[src/rtl/qlearn_pkg.sv]
// Shared definitions for the Q-learning dino agent.
//  - state_e      : decision FSM states
//  - ACT_*        : action encoding (table column)
//  - q_init_val / q_max_val : Q-value midpoint and ceiling for a given width
package qlearn_pkg;

  typedef enum logic [1:0] {
    IDLE     = 2'd0,
    DECIDE   = 2'd1,
    WAIT_REW = 2'd2,
    UPDATE   = 2'd3
  } state_e;

  localparam logic ACT_NOJUMP = 1'b0;
  localparam logic ACT_JUMP   = 1'b1;

  function automatic int q_init_val(input int q_w);
    return 1 << (q_w - 1);
  endfunction

  function automatic int q_max_val(input int q_w);
    return (1 << q_w) - 1;
  endfunction

endpackage

[src/rtl/lfsr8.sv]
// Free-running 8-bit maximal-length Fibonacci LFSR (x^8+x^6+x^5+x^4+1).
// Ports:
//  clk   in   clock
//  reset in   synchronous, active-high; reloads SEED
//  out   out  current LFSR state (never zero for a non-zero SEED)
module lfsr8 #(
  parameter logic [7:0] SEED = 8'h01
) (
  input  logic       clk,
  input  logic       reset,
  output logic [7:0] out
);

  logic [7:0] lfsr_q;
  logic [7:0] lfsr_d;

  assign lfsr_d = {lfsr_q[6:0], lfsr_q[7] ^ lfsr_q[5] ^ lfsr_q[4] ^ lfsr_q[3]};

  always_ff @(posedge clk) begin
    if (reset) lfsr_q <= SEED;
    else       lfsr_q <= lfsr_d;
  end

  assign out = lfsr_q;

endmodule

[src/rtl/qlearn_agent.sv]
// Tabular Q-learning agent for the dino game controller.
// A request (distance, obstacle type) is turned into a jump/no-jump action
// with epsilon-greedy exploration; the decision context is kept until a
// reward arrives, which updates exactly that one table entry.
// Ports:
//  clk, reset              clock, synchronous active-high reset
//  req_valid / req_ready   decision request handshake
//  distance, obst          sampled when a request is accepted
//  act_valid               one-cycle pulse, two cycles after accept
//  act_jump, act_explore   chosen action / exploration flag, held until next act_valid
//  rew_valid, rew_good     reward for the outstanding decision
//  abort                   drop the outstanding decision without update
//  learn_en                0 freezes the table (rewards still consumed)
//  epsilon                 current exploration threshold
module qlearn_agent
  import qlearn_pkg::*;
#(
  parameter int              DIST_W       = 10,
  parameter int              SECTOR_SHIFT = 5,
  parameter int              NUM_SECTOR   = 32,
  parameter int              OBST_W       = 3,
  parameter int              NUM_OBST     = 3,
  parameter int              Q_W          = 8,
  parameter int              ALPHA_SHIFT  = 2,
  parameter int              EPS_INIT     = 16,
  parameter int              EPS_MIN      = 0,
  parameter longint unsigned EPS_PERIOD   = 64'd10000000000,
  parameter int              CNT_W        = 34
) (
  input  logic              clk,
  input  logic              reset,
  input  logic              req_valid,
  output logic              req_ready,
  input  logic [DIST_W-1:0] distance,
  input  logic [OBST_W-1:0] obst,
  output logic              act_valid,
  output logic              act_jump,
  output logic              act_explore,
  input  logic              rew_valid,
  input  logic              rew_good,
  input  logic              abort,
  input  logic              learn_en,
  output logic [7:0]        epsilon
);

  localparam int S_W     = (NUM_SECTOR > 1) ? $clog2(NUM_SECTOR) : 1;
  localparam int O_W     = (NUM_OBST > 1) ? $clog2(NUM_OBST) : 1;
  localparam int NUM_ENT = NUM_SECTOR * NUM_OBST * 2;
  localparam int IDX_W   = $clog2(NUM_ENT);

  localparam logic [Q_W-1:0]   QINIT     = Q_W'(q_init_val(Q_W));
  localparam logic [Q_W-1:0]   QMAX      = Q_W'(q_max_val(Q_W));
  localparam logic [7:0]       EPS_INIT8 = 8'(EPS_INIT);
  localparam logic [7:0]       EPS_MIN8  = 8'(EPS_MIN);
  localparam logic [CNT_W-1:0] CNT_LAST  = CNT_W'(EPS_PERIOD - 64'd1);

  // Move a fraction 2^-ALPHA_SHIFT of the way towards QMAX; cannot exceed QMAX.
  function automatic logic [Q_W-1:0] q_reward_good(input logic [Q_W-1:0] e);
    logic [Q_W-1:0] headroom;
    headroom = QMAX - e;
    return e + (headroom >> ALPHA_SHIFT);
  endfunction

  // Move a fraction 2^-ALPHA_SHIFT of the way towards zero; cannot go below 0.
  function automatic logic [Q_W-1:0] q_reward_bad(input logic [Q_W-1:0] e);
    return e - (e >> ALPHA_SHIFT);
  endfunction

  state_e            state_q, state_d;
  logic [DIST_W-1:0] sector_raw;
  logic [S_W-1:0]    sec_clamp, sec_q;
  logic [O_W-1:0]    obs_clamp, obs_q;
  logic              act_valid_q, act_jump_q, act_explore_q, rew_good_q;
  logic [Q_W-1:0]    q_q [NUM_ENT];
  logic [IDX_W-1:0]  base_idx, upd_idx;
  logic [Q_W-1:0]    q_nojump, q_jump, q_entry, q_new;
  logic [7:0]        rnd1, rnd2, eps_q;
  logic [CNT_W-1:0]  cnt_q;
  logic              explore_d, act_d;

  lfsr8 #(.SEED(8'hA5)) u_rnd1 (.clk(clk), .reset(reset), .out(rnd1));
  lfsr8 #(.SEED(8'h3C)) u_rnd2 (.clk(clk), .reset(reset), .out(rnd2));

  // Request context clamping: out-of-range sectors/types fold onto the last row/column.
  assign sector_raw = distance >> SECTOR_SHIFT;

  always_comb begin
    sec_clamp = S_W'(sector_raw);
    if (sector_raw > DIST_W'(NUM_SECTOR - 1)) sec_clamp = S_W'(NUM_SECTOR - 1);
    obs_clamp = O_W'(obst);
    if (obst > OBST_W'(NUM_OBST - 1)) obs_clamp = O_W'(NUM_OBST - 1);
  end

  // Entries for one (sector, obstacle) pair sit side by side: even = no jump, odd = jump.
  assign base_idx = IDX_W'((int'(sec_q) * NUM_OBST + int'(obs_q)) * 2);
  assign q_nojump = q_q[base_idx];
  assign q_jump   = q_q[base_idx | IDX_W'(1)];

  // Explore with probability ~epsilon/256; upper half of rnd2 means jump.
  // Greedy ties resolve to no jump.
  assign explore_d = (eps_q > rnd1);
  assign act_d     = explore_d ? (rnd2 >= 8'h80) : (q_jump > q_nojump);

  assign upd_idx = base_idx | IDX_W'(act_jump_q);
  assign q_entry = q_q[upd_idx];
  assign q_new   = rew_good_q ? q_reward_good(q_entry) : q_reward_bad(q_entry);

  always_comb begin
    state_d   = state_q;
    req_ready = 1'b0;
    case (state_q)
      IDLE: begin
        req_ready = 1'b1;
        if (req_valid) state_d = DECIDE;
      end
      DECIDE:   state_d = WAIT_REW;
      WAIT_REW: begin
        // abort takes priority over a simultaneous reward
        if (abort)          state_d = IDLE;
        else if (rew_valid) state_d = UPDATE;
      end
      UPDATE:   state_d = IDLE;
      default:  state_d = IDLE;
    endcase
  end

  always_ff @(posedge clk) begin
    if (reset) state_q <= IDLE;
    else       state_q <= state_d;
  end

  always_ff @(posedge clk) begin
    if (reset) begin
      act_valid_q   <= 1'b0;
      act_jump_q    <= ACT_NOJUMP;
      act_explore_q <= 1'b0;
    end else begin
      act_valid_q <= (state_q == DECIDE);
      if (state_q == DECIDE) begin
        act_jump_q    <= act_d;
        act_explore_q <= explore_d;
      end
    end
  end

  always_ff @(posedge clk) begin
    if (state_q == IDLE && req_valid) begin
      sec_q <= sec_clamp;
      obs_q <= obs_clamp;
    end
    if (state_q == WAIT_REW && rew_valid) rew_good_q <= rew_good;
  end

  always_ff @(posedge clk) begin
    if (reset) begin
      for (int i = 0; i < NUM_ENT; i++) q_q[i] <= QINIT;
    end else if (state_q == UPDATE && learn_en) begin
      q_q[upd_idx] <= q_new;
    end
  end

  // Epsilon decay timer runs regardless of the decision FSM.
  always_ff @(posedge clk) begin
    if (reset) begin
      cnt_q <= '0;
      eps_q <= EPS_INIT8;
    end else if (cnt_q == CNT_LAST) begin
      cnt_q <= '0;
      eps_q <= (eps_q > EPS_MIN8) ? eps_q - 8'd1 : EPS_MIN8;
    end else begin
      cnt_q <= cnt_q + CNT_W'(1);
    end
  end

  assign act_valid   = act_valid_q;
  assign act_jump    = act_jump_q;
  assign act_explore = act_explore_q;
  assign epsilon     = eps_q;

endmodule
[config.mk]
export PLATFORM = sky130hd
export DESIGN_NAME = qlearn_agent
export DESIGN_NICKNAME = d
export VERILOG_FILES = /design/src/rtl/qlearn_pkg.sv /design/src/rtl/lfsr8.sv /design/src/rtl/qlearn_agent.sv
export SDC_FILE = /design/constraint.sdc
export NUM_CORES = 2
export LEC_CHECK = 0
export ABC_AREA = 0
export CAP_MARGIN = 40
export CORE_MARGIN = 4
export CORE_UTILIZATION = 49
export CTS_CLUSTER_SIZE = 20
export DETAILED_ROUTE_END_ITERATION = 12
export PLACE_DENSITY = 0.75
export SYNTH_ARGS = -nofsm -noshare
export SYNTH_HDL_FRONTEND = slang
export SYNTH_SLANG_ARGS = --single-unit
[constraint.sdc]
create_clock -name clk -period 9.5 [get_ports clk]
set_input_delay 2.375 -clock clk [delete_from_list [all_inputs] [get_ports clk]]
set_output_delay 2.375 -clock clk [all_outputs]
set_load 0.005 [all_outputs]
==> flow_metrics.env <==
export IMPL_post_cts_setup_buffers=0
export IMPL_fp_dieArea_sq_mm=0.2146
export IMPL_drt_wl_total_um=316000
export IMPL_cts_root_to_sink_buffers=3
export IMPL_hold_start="u_rnd2.out[2]$_SDFF_PP1_"
export IMPL_clk_latency_ns=0.88
export IMPL_final_cell_area_sq_mm=0.1123
export IMPL_synth_avg_cell_area_sq_um=14.80
export IMPL_final_nets=6827
export IMPL_multiInputGateArea_sq_mm=0.03565
export IMPL_yosys_warnings=0
export IMPL_ant_nets=0
export IMPL_clk_pin_slew_worst_paths_ns=0.06
export IMPL_fill_cells=15650
export IMPL_cp_arrival_ns=9.41
export IMPL_synth_top_cells_by_count="2056 x edfxtp_1, 1387 x nor2_1, 799 x mux4_2"
export IMPL_ys_seq_elements=2119
export IMPL_root_buffer="clkbuf_16"
export IMPL_power_switching_share_pct=43.39
export IMPL_synthFlopType="edfxtp_1"
export IMPL_core_area_sq_mm=0.2054
export IMPL_critPathTopFamily="buffers and inverters"
export IMPL_timing_max_cap_violations=0
export IMPL_worst_ep_required_time_ns=10.06
export IMPL_grt_max_degree=137
export IMPL_wl_per_cell_um=32.80
export IMPL_pwr_share_clk_pct=23.5
export IMPL_initial_core_util_pct=49.44
export IMPL_first_global_vias=64690
export IMPL_post_cts_resized=0
export IMPL_drc=0
export IMPL_critPathMostFrequentCell="inv_1"
export IMPL_hold_buffers=0
export IMPL_io_buffers=26
export IMPL_rrSetupSlack_ns=0.65
export IMPL_cts_htree_levels=4
export IMPL_first_iter_violations=11630
export IMPL_antenna_found_initial=13
export IMPL_reg2reg_to="q_q[107][7]$_SDFFCE_PN1P_"
export IMPL_gp_congestion=0.9574
export IMPL_synthToLayoutAreaGrowth_pct=10.62
export IMPL_via_count=66570
export IMPL_cp_slowest_stage_delay_ns=0.96
export IMPL_reg2reg_from="sec_q[1]$_SDFFCE_PN1P_"
export IMPL_ir_worst_vdd_mv=1.220
export IMPL_max_freq_mhz=113.0
export IMPL_fp_dieH_um=463.2
export IMPL_gr_total_overflow=0
export IMPL_rr_worst_depth=27
export IMPL_pwr_share_seq_pct=34.4
export IMPL_yosys_top_cells_area="edfxtp_1 61%, mux4_2 18%, nor2_1 5.1%, mux2i_1 1.8%, nand2_1 1.6%"
export IMPL_critPathKind="flip-flop to flip-flop"
export IMPL_seqCellArea_sq_mm=0.06300
export IMPL_end_kind="flip-flop"
export IMPL_start_kind="flip-flop"
export IMPL_cts_sinks=2119
export IMPL_hold_class="flip-flop to flip-flop"
export IMPL_via_per_inst=6.911
export IMPL_row_count=166
export IMPL_critical_path_peak_fanout=106
export IMPL_grt_pass1_wl_um=455600
export IMPL_drive_gt1_share_pct=21.27
export IMPL_leakage_uw=0.03869
export IMPL_hold_viol_final=0
export IMPL_synth_edff_count=2056
export IMPL_synth_cells=6863
export IMPL_p_sw_uw=15630
export IMPL_ys_types=83
export IMPL_skew_ns=0.04130
export IMPL_cp_depth=27
export IMPL_yosysSeqAreaShare_pct=62.04
export IMPL_grt_usage_pct=29.01
export IMPL_pin_count=32
export IMPL_first_pass_iters=9
export IMPL_rsz0062_at_grt="false"
export IMPL_synth_most_common_cell="edfxtp_1"
export IMPL_power_internal_uw=20390
export IMPL_synth_top_cell_by_area="edfxtp_1"
export IMPL_maxSlewHeadroom_pct=32.18
export IMPL_synth_top_area_share_pct=60.80
export IMPL_critPathCapture="q_q[107][7]$_SDFFCE_PN1P_"
export IMPL_placed_cell_area_sq_mm=0.1054
export IMPL_startpoint="sec_q[1]$_SDFFCE_PN1P_"
export IMPL_pwr_share_comb_pct=42.1
export IMPL_async_flop_share_pct=0
export IMPL_synthesis_nets=6921
export IMPL_synth_area_sq_mm=0.1015
export IMPL_maxSlewViolCount=0
export IMPL_powerDensity_mw_per_mm2=320.7
export IMPL_setup_viol=0
export IMPL_setup_total_negative_slack_ns=0
export IMPL_die_x_um=463.2
export IMPL_cts_tree="yes"
export IMPL_slowest_stage="fa_4"
export IMPL_crit_buf_inv=9
export IMPL_status="complete, no violations"
export IMPL_cts_buffers=209
export IMPL_fin_crit_sh_pct=93.16
export IMPL_min_period_ns=8.850
export IMPL_hpwl_um=208800
export IMPL_worstMarginPinSlew_ns=1.017
## worst min path at each step
stage	cells after the start	slack [ns]	to
floorplan	1	0.39	u_rnd2.out[2]$_SDFF_PP1_
global placement	1	0.40	u_rnd2.out[2]$_SDFF_PP1_
detailed placement	1	0.39	u_rnd2.out[3]$_SDFF_PP1_
CTS	1	0.41	u_rnd2.out[3]$_SDFF_PP1_
finish	1	0.41	u_rnd2.out[3]$_SDFF_PP1_
global route	1	0.43	u_rnd2.out[2]$_SDFF_PP1_
## state kept, by name, indices dropped and copies added (netlist names)
signal	count
act_explore	1
act_jump	1
act_valid	1
cnt_q	34
epsilon	8
obs_q	2
q_q	2048
rew_good_q	1
sec_q	5
state_q	2
u_rnd1.out	8
u_rnd2.out	8
## placed cells by master, fill, tap and decap left out, types with 10 or more instances in the layout
master	n
nor2_4	15
clkinv_1	52
a22oi_1	78
xor2_1	26
nor2_2	14
a31oi_1	24
o22ai_1	15
dfxtp_1	62
nand3_1	91
nor2b_1	10
xnor2_1	19
nand2_1	424
nand4_1	199
a221oi_1	18
o21ai_0	62
clkbuf_1	36
nor2_1	1359
edfxtp_1	2056
clkinv_2	34
clkdlybuf4s50_1	25
bufinv_16	28
buf_4	222
nor3_1	31
nor4_1	10
clkbuf_16	214
or2_2	14
buf_12	53
mux4_2	799
nand2b_1	203
ha_1	32
and3_1	209
o211ai_1	16
inv_1	41
mux2i_1	182
a21oi_1	57
a211oi_1	16
## metrics by stage
| step | util (%) | total power, uW | setup slack, ns | cells | hold slack (ns) |
|---|---|---|---|---|---|
| after floorplan | - | 21370 | 1.919 | 6863 | 0.3895 |
| after global placement | 50.96 | 26880 | 1.078 | 9170 | 0.3989 |
| after detailed placement | 51.32 | 27230 | 0.9862 | 9246 | 0.3935 |
| after CTS | 54.68 | 35560 | 0.9319 | 9623 | 0.4137 |
| after global routing | 54.68 | 36910 | 0.5284 | 9624 | 0.4252 |
| final | 54.69 | 36020 | 0.6498 | 9632 | 0.4118 |
## cells by family (layout without fill, tap and decap cells)
group | count (synthesis) | in the layout | share of synthesized area, %
muxes | 992 | 992 | 19.67
other | 0 | 9 | 0
and+or+nand+nor | 2625 | 2625 | 11.58
DFF | 2119 | 2119 | 62.04
buffers and inverters | 667 | 739 | 3.245
AOI/OAI and AO/OA | 368 | 368 | 2.509
adders and majority gates | 38 | 38 | 0.4904
xor gates and xnor gates | 54 | 54 | 0.4657
## power by group through the flow
stage / logic [uW] / clock network (uW) / registers [uW]
after floorplan: 8790 / 0 / 12600
after global placement: 14300 / 0 / 12600
after detailed placement: 14600 / 0 / 12600
after CTS: 14700 / 8490 / 12400
after global routing: 15600 / 8900 / 12400
final: 15200 / 8480 / 12400
## cell type report
cell class,instances,share of cell area [%]
timing repair buffer,317,2.868
inverter,45,0.1526
sequential,2119,56.09
multi-input combinational,4077,31.74
clock inverter,125,1.230
clock buffer,252,4.912
tap,2688,2.994
antenna,9,0.02005
## per-layer routing
layer  GRT usage [%]  wire (um)  vias to the layer above
met3           9.376      48020                     1106
met4           17.10      22640                       20
met5               0        126                        -
met1           37.56     104100                    33320
met2           43.13     141000                     5826
li1                -          -                    26290
Power figures use the tool's default switching activity.
